--- config.mk ---
export PLATFORM = sky130hd
export DESIGN_NAME = shift_rotate_seq
export DESIGN_NICKNAME = d
export VERILOG_FILES = /design/src/rtl/shift_rotate_seq.sv
export SDC_FILE = /design/constraint.sdc
export NUM_CORES = 1
export LEC_CHECK = 0
export CAP_MARGIN = 20
export CORE_MARGIN = 2
export CORE_UTILIZATION = 43
export CTS_CLUSTER_DIAMETER = 150
export CTS_CLUSTER_SIZE = 16
export DETAILED_ROUTE_END_ITERATION = 10
export HOLD_SLACK_MARGIN = 0.02
export PLACE_DENSITY = 0.89
export SLEW_MARGIN = 20
export SYNTH_ARGS = -nofsm -noshare
export SYNTH_HDL_FRONTEND = slang
export SYNTH_SLANG_ARGS = --single-unit
--- constraint.sdc ---
create_clock -name clock -period 1.8 [get_ports clock]
set_clock_uncertainty 0.2 [all_clocks]
set_input_delay 0.27 -clock clock [delete_from_list [all_inputs] [get_ports clock]]
set_output_delay 0.27 -clock clock [all_outputs]
set_load 0.03 [all_outputs]
--- src/rtl/shift_rotate_seq.sv ---
// Multi-cycle shift/rotate sequencer: one bit of SHR/SHRA/SHL/ROR/ROL per clock.
// Operand, opcode and count are latched on an accepted start; done pulses once Rz holds the final value.
module shift_rotate_seq #(
  parameter int WIDTH = 32,
  parameter int CNT_W = 5
) (
  input  logic             clock,
  input  logic             reset_n,
  input  logic             start,
  input  logic [2:0]       op,
  input  logic [WIDTH-1:0] Ra,
  input  logic [31:0]      amount,
  output logic [WIDTH-1:0] Rz,
  output logic             busy,
  output logic             done,
  output logic             illegal
);

  typedef enum logic [1:0] {
    ST_IDLE = 2'd0,
    ST_RUN  = 2'd1,
    ST_DONE = 2'd2
  } state_t;

  localparam logic [CNT_W-1:0] CNT_ZERO = CNT_W'(0);
  localparam logic [CNT_W-1:0] CNT_ONE  = CNT_W'(1);

  state_t           state_q, state_d;
  logic [WIDTH-1:0] rz_q, rz_d;
  logic [CNT_W-1:0] cnt_q, cnt_d;
  logic [2:0]       op_q, op_d;
  logic             illegal_q, illegal_d;
  logic             busy_q, busy_d;
  logic             done_q, done_d;
  logic             ready_s;
  logic             amount_unused_s;

  // Only the low count bits matter; the rest of amount is deliberately dropped.
  assign amount_unused_s = ^amount[31:CNT_W];

  function automatic logic [WIDTH-1:0] step_fn(input logic [WIDTH-1:0] v, input logic [2:0] o);
    logic [WIDTH-1:0] r;
    case (o)
      3'b000:  r = {1'b0, v[WIDTH-1:1]};
      3'b001:  r = {v[WIDTH-1], v[WIDTH-1:1]};
      3'b010:  r = {v[WIDTH-2:0], 1'b0};
      3'b011:  r = {v[0], v[WIDTH-1:1]};
      3'b100:  r = {v[WIDTH-2:0], v[WIDTH-1]};
      default: r = v;
    endcase
    return r;
  endfunction

  assign ready_s = (state_q == ST_IDLE) || (state_q == ST_DONE);

  // Next-state and datapath update.
  always_comb begin
    state_d   = state_q;
    rz_d      = rz_q;
    cnt_d     = cnt_q;
    op_d      = op_q;
    illegal_d = illegal_q;
    if (ready_s && start) begin
      rz_d      = Ra;
      op_d      = op;
      cnt_d     = amount[CNT_W-1:0];
      illegal_d = (op > 3'b100);
      if ((amount[CNT_W-1:0] == CNT_ZERO) || (op > 3'b100)) begin
        state_d = ST_DONE;
      end else begin
        state_d = ST_RUN;
      end
    end else begin
      case (state_q)
        ST_IDLE: state_d = ST_IDLE;
        ST_RUN: begin
          rz_d  = step_fn(rz_q, op_q);
          cnt_d = cnt_q - CNT_ONE;
          if (cnt_q == CNT_ONE) begin
            state_d = ST_DONE;
          end else begin
            state_d = ST_RUN;
          end
        end
        ST_DONE: state_d = ST_IDLE;
        default: state_d = ST_IDLE;
      endcase
    end
    busy_d = (state_d == ST_RUN);
    done_d = (state_d == ST_DONE);
  end

  // State and output registers; reset abandons any operation in flight.
  always_ff @(posedge clock or negedge reset_n) begin
    if (!reset_n) begin
      state_q   <= ST_IDLE;
      rz_q      <= {WIDTH{1'b0}};
      cnt_q     <= CNT_ZERO;
      op_q      <= 3'b000;
      illegal_q <= 1'b0;
      busy_q    <= 1'b0;
      done_q    <= 1'b0;
    end else begin
      state_q   <= state_d;
      rz_q      <= rz_d;
      cnt_q     <= cnt_d;
      op_q      <= op_d;
      illegal_q <= illegal_d;
      busy_q    <= busy_d;
      done_q    <= done_d;
    end
  end

  assign Rz      = rz_q;
  assign busy    = busy_q;
  assign done    = done_q;
  assign illegal = illegal_q;

endmodule
==> run summary <==
The run finished with clean final reports. The worst min-delay path class was input pin to asynchronous set/reset pin. Summed over all cells, the static leakage comes to 1.678 nW.

The most common library cell in the layout ignoring fill and taps was sky130_fd_sc_hd__nor2_1. Setup repair after global routing left no endpoint under its margin. The CTS clock-pin slew for the worst setup and hold paths was 0.08 ns; the count of buffers inserted at the top-level ports was 77. The die is 79.98 microns wide. OpenSTA, run right after detailed placement, puts the worst setup slack at -0.1473 ns. The startpoint identified for the worst register-to-register timing path is state_q[0]$_DFF_PN0_. Across every metal layer, demand over resource in global routing totals 22.05%.

Summing all placed instances gives a cell area of 3463 sq um. Clock latency on the worst-skew pair, taken at its later pin, is 0.30 ns. For the number of max-cap violations, the log shows 0. The die covers 6397 sq um.

The finished layout holds 423 standard cells, fillers aside. The register-to-register path setup slack is 0.13 ns. Cells fill 64.32% of the core in the end. Chip height: 79.98 microns.

Clock tree root buffer cell: sky130_fd_sc_hd__clkbuf_8. The top cell types in the final layout, fill and taps aside, are sky130_fd_sc_hd__nor2_1, sky130_fd_sc_hd__dfrtp_1, sky130_fd_sc_hd__clkdlybuf4s50_1. In this run the power density over the cells is 2116 nW/um^2. The synthesized netlist contains 35 unique library cells. Number of flip-flops and latches in the synthesized netlist: 45. Using the TritonRoute via totals, the vias-per-cell ratio works out to 5.437.

Of all cell types, the one taking the most synthesized area is sky130_fd_sc_hd__dfrtp_1. The final setup violation count is 0. The final-layout worst hold slack was 0.2723 ns. The highest ir drop seen on vdd was 0.001394 V; the number of instances in the synthesized netlist was 262.

The capture point of the worst reg-to-reg path is Rz[7]$_DFFE_PN0P_. For the core footprint, the log shows 5540 sq um. The share of synthesized area in the top cell type comes to 45.36%. The run gives 0 as the number of nets still failing antenna checks after routing. Data arrival time at the worst-slack endpoint: 1.66 ns. The area added between synthesis and finish came out at 43.55%. Average cell area after synthesis: 9.475 sq um.

The run gives 2 as the total number of H-tree levels. The final number of hold-violating endpoints was 0; the total routed wirelength was 6809 microns. The area of the mapped netlist is 2482 sq um, and the detail-routed net length per standard cell is 16.10 microns.

For this run, the top clock speed supported by timing is 597.6 MHz. The worst setup path is captured at a flip-flop. After detailed routing, the number of remaining DRC violations is 0. After global routing the overflow that remains totals 0. For the final total negative setup slack, the log shows 0 ns. The wire-length estimate of the detail-placed layout is 4877 microns. Sorting the synthesized cells by area gives the leading types as sky130_fd_sc_hd__dfrtp_1, sky130_fd_sc_hd__mux2i_1, sky130_fd_sc_hd__nor2_1. Summing internal, switching and leakage power gives 7.540 mW. The repair_antennas step left the layout with diodes totalling 0.

The kind of start point of the critical path is a flip-flop. The logs give 0 for the number of antenna violations at the first check in global routing and 334 for the number of nets produced by synthesis. The final-report max-slew violation count is 0, and the top-level port count is 105. In this run, placement finished with an instance count of 414. For the worst setup path, the data required time is 1.79 ns. The number of DRC markers after the initial detailed-route iteration was 181; the routability congestion estimate was 0.8908. For this run, the detailed router's first-pass iteration total came to 4. Clock tree synthesis found a total of 45 sinks. For the pin with the worst max-slew slack, the measured transition is 0.4973 ns.

The relative max-transition margin came out at 66.85%. The run gives 2232 as the via count of the first global-routing pass. The critical path is of the flip-flop to flip-flop type. With fillers left out, the area of the finished cells amounts to 3563 sq um.

Yosys printed 0 warnings. The register area share after synthesis is 45.36%, and the highest fanout seen on the critical path is 24. The run gives 44.81% as the starting density of the core.

The tools report the maximum buffer depth of the clock tree as 2. The worst path meets setup with 0.1266 ns of slack. The number of buffers created by CTS came out at 5.

The first global-routing pass estimated 10830 microns of wire. The floorplan has 27 rows. Measured in cells, the most critical reg-to-reg path has a length of 5.

Entering global routing, the biggest net connects 31 pins. The fraction of final layout cells with drive strength greater than 1 was 10.54%. The routed design could run at a clock period as short as 1.673 ns.

Final-stage net count: 422. TritonCTS built the clock tree. Dividing the final minimum period by the clock period gives 92.97%. For this block, the via count after detailed routing is 2300.
==> critical path: stages (launching register included) <==
cell                      delay [ns]
sky130_fd_sc_hd__dfrtp_1        0.45
sky130_fd_sc_hd__and2b_4        0.23
sky130_fd_sc_hd__a21oi_4        0.21
sky130_fd_sc_hd__buf_12         0.20
sky130_fd_sc_hd__nor2_1         0.06
sky130_fd_sc_hd__a22o_1         0.21
==> synthesized netlist by cell type <==
library cell and instances:
sky130_fd_sc_hd__buf_6 1, sky130_fd_sc_hd__nand2b_1 2, sky130_fd_sc_hd__nor2b_1 2, sky130_fd_sc_hd__o21ai_1 13, sky130_fd_sc_hd__a21oi_2 1, sky130_fd_sc_hd__a211oi_1 3, sky130_fd_sc_hd__a32oi_1 1, sky130_fd_sc_hd__a22oi_1 11
sky130_fd_sc_hd__inv_1 3, sky130_fd_sc_hd__mux2i_1 31, sky130_fd_sc_hd__or4_1 2, sky130_fd_sc_hd__nand3_1 3, sky130_fd_sc_hd__and2_1 1, sky130_fd_sc_hd__nor2_1 62, sky130_fd_sc_hd__xor2_1 2, sky130_fd_sc_hd__mux2_1 1
sky130_fd_sc_hd__a2bb2oi_1 1, sky130_fd_sc_hd__nor4_1 1, sky130_fd_sc_hd__nor4b_1 1, sky130_fd_sc_hd__and2b_4 1, sky130_fd_sc_hd__ha_1 2, sky130_fd_sc_hd__mux2_2 2, sky130_fd_sc_hd__nand2_1 17, sky130_fd_sc_hd__a21oi_1 3
sky130_fd_sc_hd__clkbuf_1 3, sky130_fd_sc_hd__o21ai_0 6, sky130_fd_sc_hd__nor2_2 1, sky130_fd_sc_hd__o211ai_1 1, sky130_fd_sc_hd__buf_2 10, sky130_fd_sc_hd__dfrtp_1 45, sky130_fd_sc_hd__o311ai_1 1, sky130_fd_sc_hd__o221ai_1 1
sky130_fd_sc_hd__a22o_1 21, sky130_fd_sc_hd__xnor2_1 1, sky130_fd_sc_hd__buf_4 5
==> cells by family after synthesis <==
group	share of synthesized area, %
adders and majority gates	1.008
DFF	45.36
muxes	13.86
and+or+nand+nor	15.68
xor gates and xnor gates	1.059
AOI/OAI and AO/OA	18.15
buffers and inverters	4.889
==> final cells by class <==
type / count / area [sq um]
tap: 72 / 90.09
clock buffer: 7 / 86.33
multi-input combinational: 195 / 1261
sequential: 45 / 1126
fill: 460 / 1977
timing repair buffer: 100 / 958.4
inverter: 3 / 11.26
clock inverter: 1 / 30.03
==> where the power goes <==
part	internal, mW	switching, mW	leakage [nW]
Combinational	2.05	2.65	1.07
Clock	0.453	0.350	0.0585
Sequential	1.54	0.495	0.552
==> routing by layer <==
| metal | vias up | share of wire (%) | track usage (%) |
|---|---|---|---|
| li1 | 1101 | - | - |
| met1 | 1095 | 43 | 28.00 |
| met2 | 90 | 49 | 36.92 |
| met3 | 14 | 6.6 | 4.977 |
| met4 | 0 | 1.5 | 7.627 |
| met5 | - | 0 | 0 |
==> state kept, by name, indices dropped and copies added (netlist names) <==
signal / count
Rz: 32
busy: 1
cnt_q: 5
done: 1
illegal: 1
op_q: 3
state_q: 2
==> worst max-delay path by stage <==
stage	startpoint	end	slack (ns)
after floorplan	state_q[0]$_DFF_PN0_	Rz[0]$_DFFE_PN0P_	0.12
after global placement	start	Rz[7]$_DFFE_PN0P_	-0.11
after detailed placement	start	Rz[9]$_DFFE_PN0P_	-0.15
after CTS	illegal$_DFFE_PN0P_	illegal	0.01
after global routing	op_q[2]$_DFFE_PN0P_	Rz[23]$_DFFE_PN0P_	0.01
final	state_q[0]$_DFF_PN0_	Rz[7]$_DFFE_PN0P_	0.13
==> timing repair <==
item | CTS | global route
hold buffers | 1 | 0
setup endpoints to repair | 32 | 5
endpoints found under the hold margin | 19 | 0
gates resized for setup | 32 | 4
setup buffers | 0 | 0
Power figures use the tool's default switching activity.
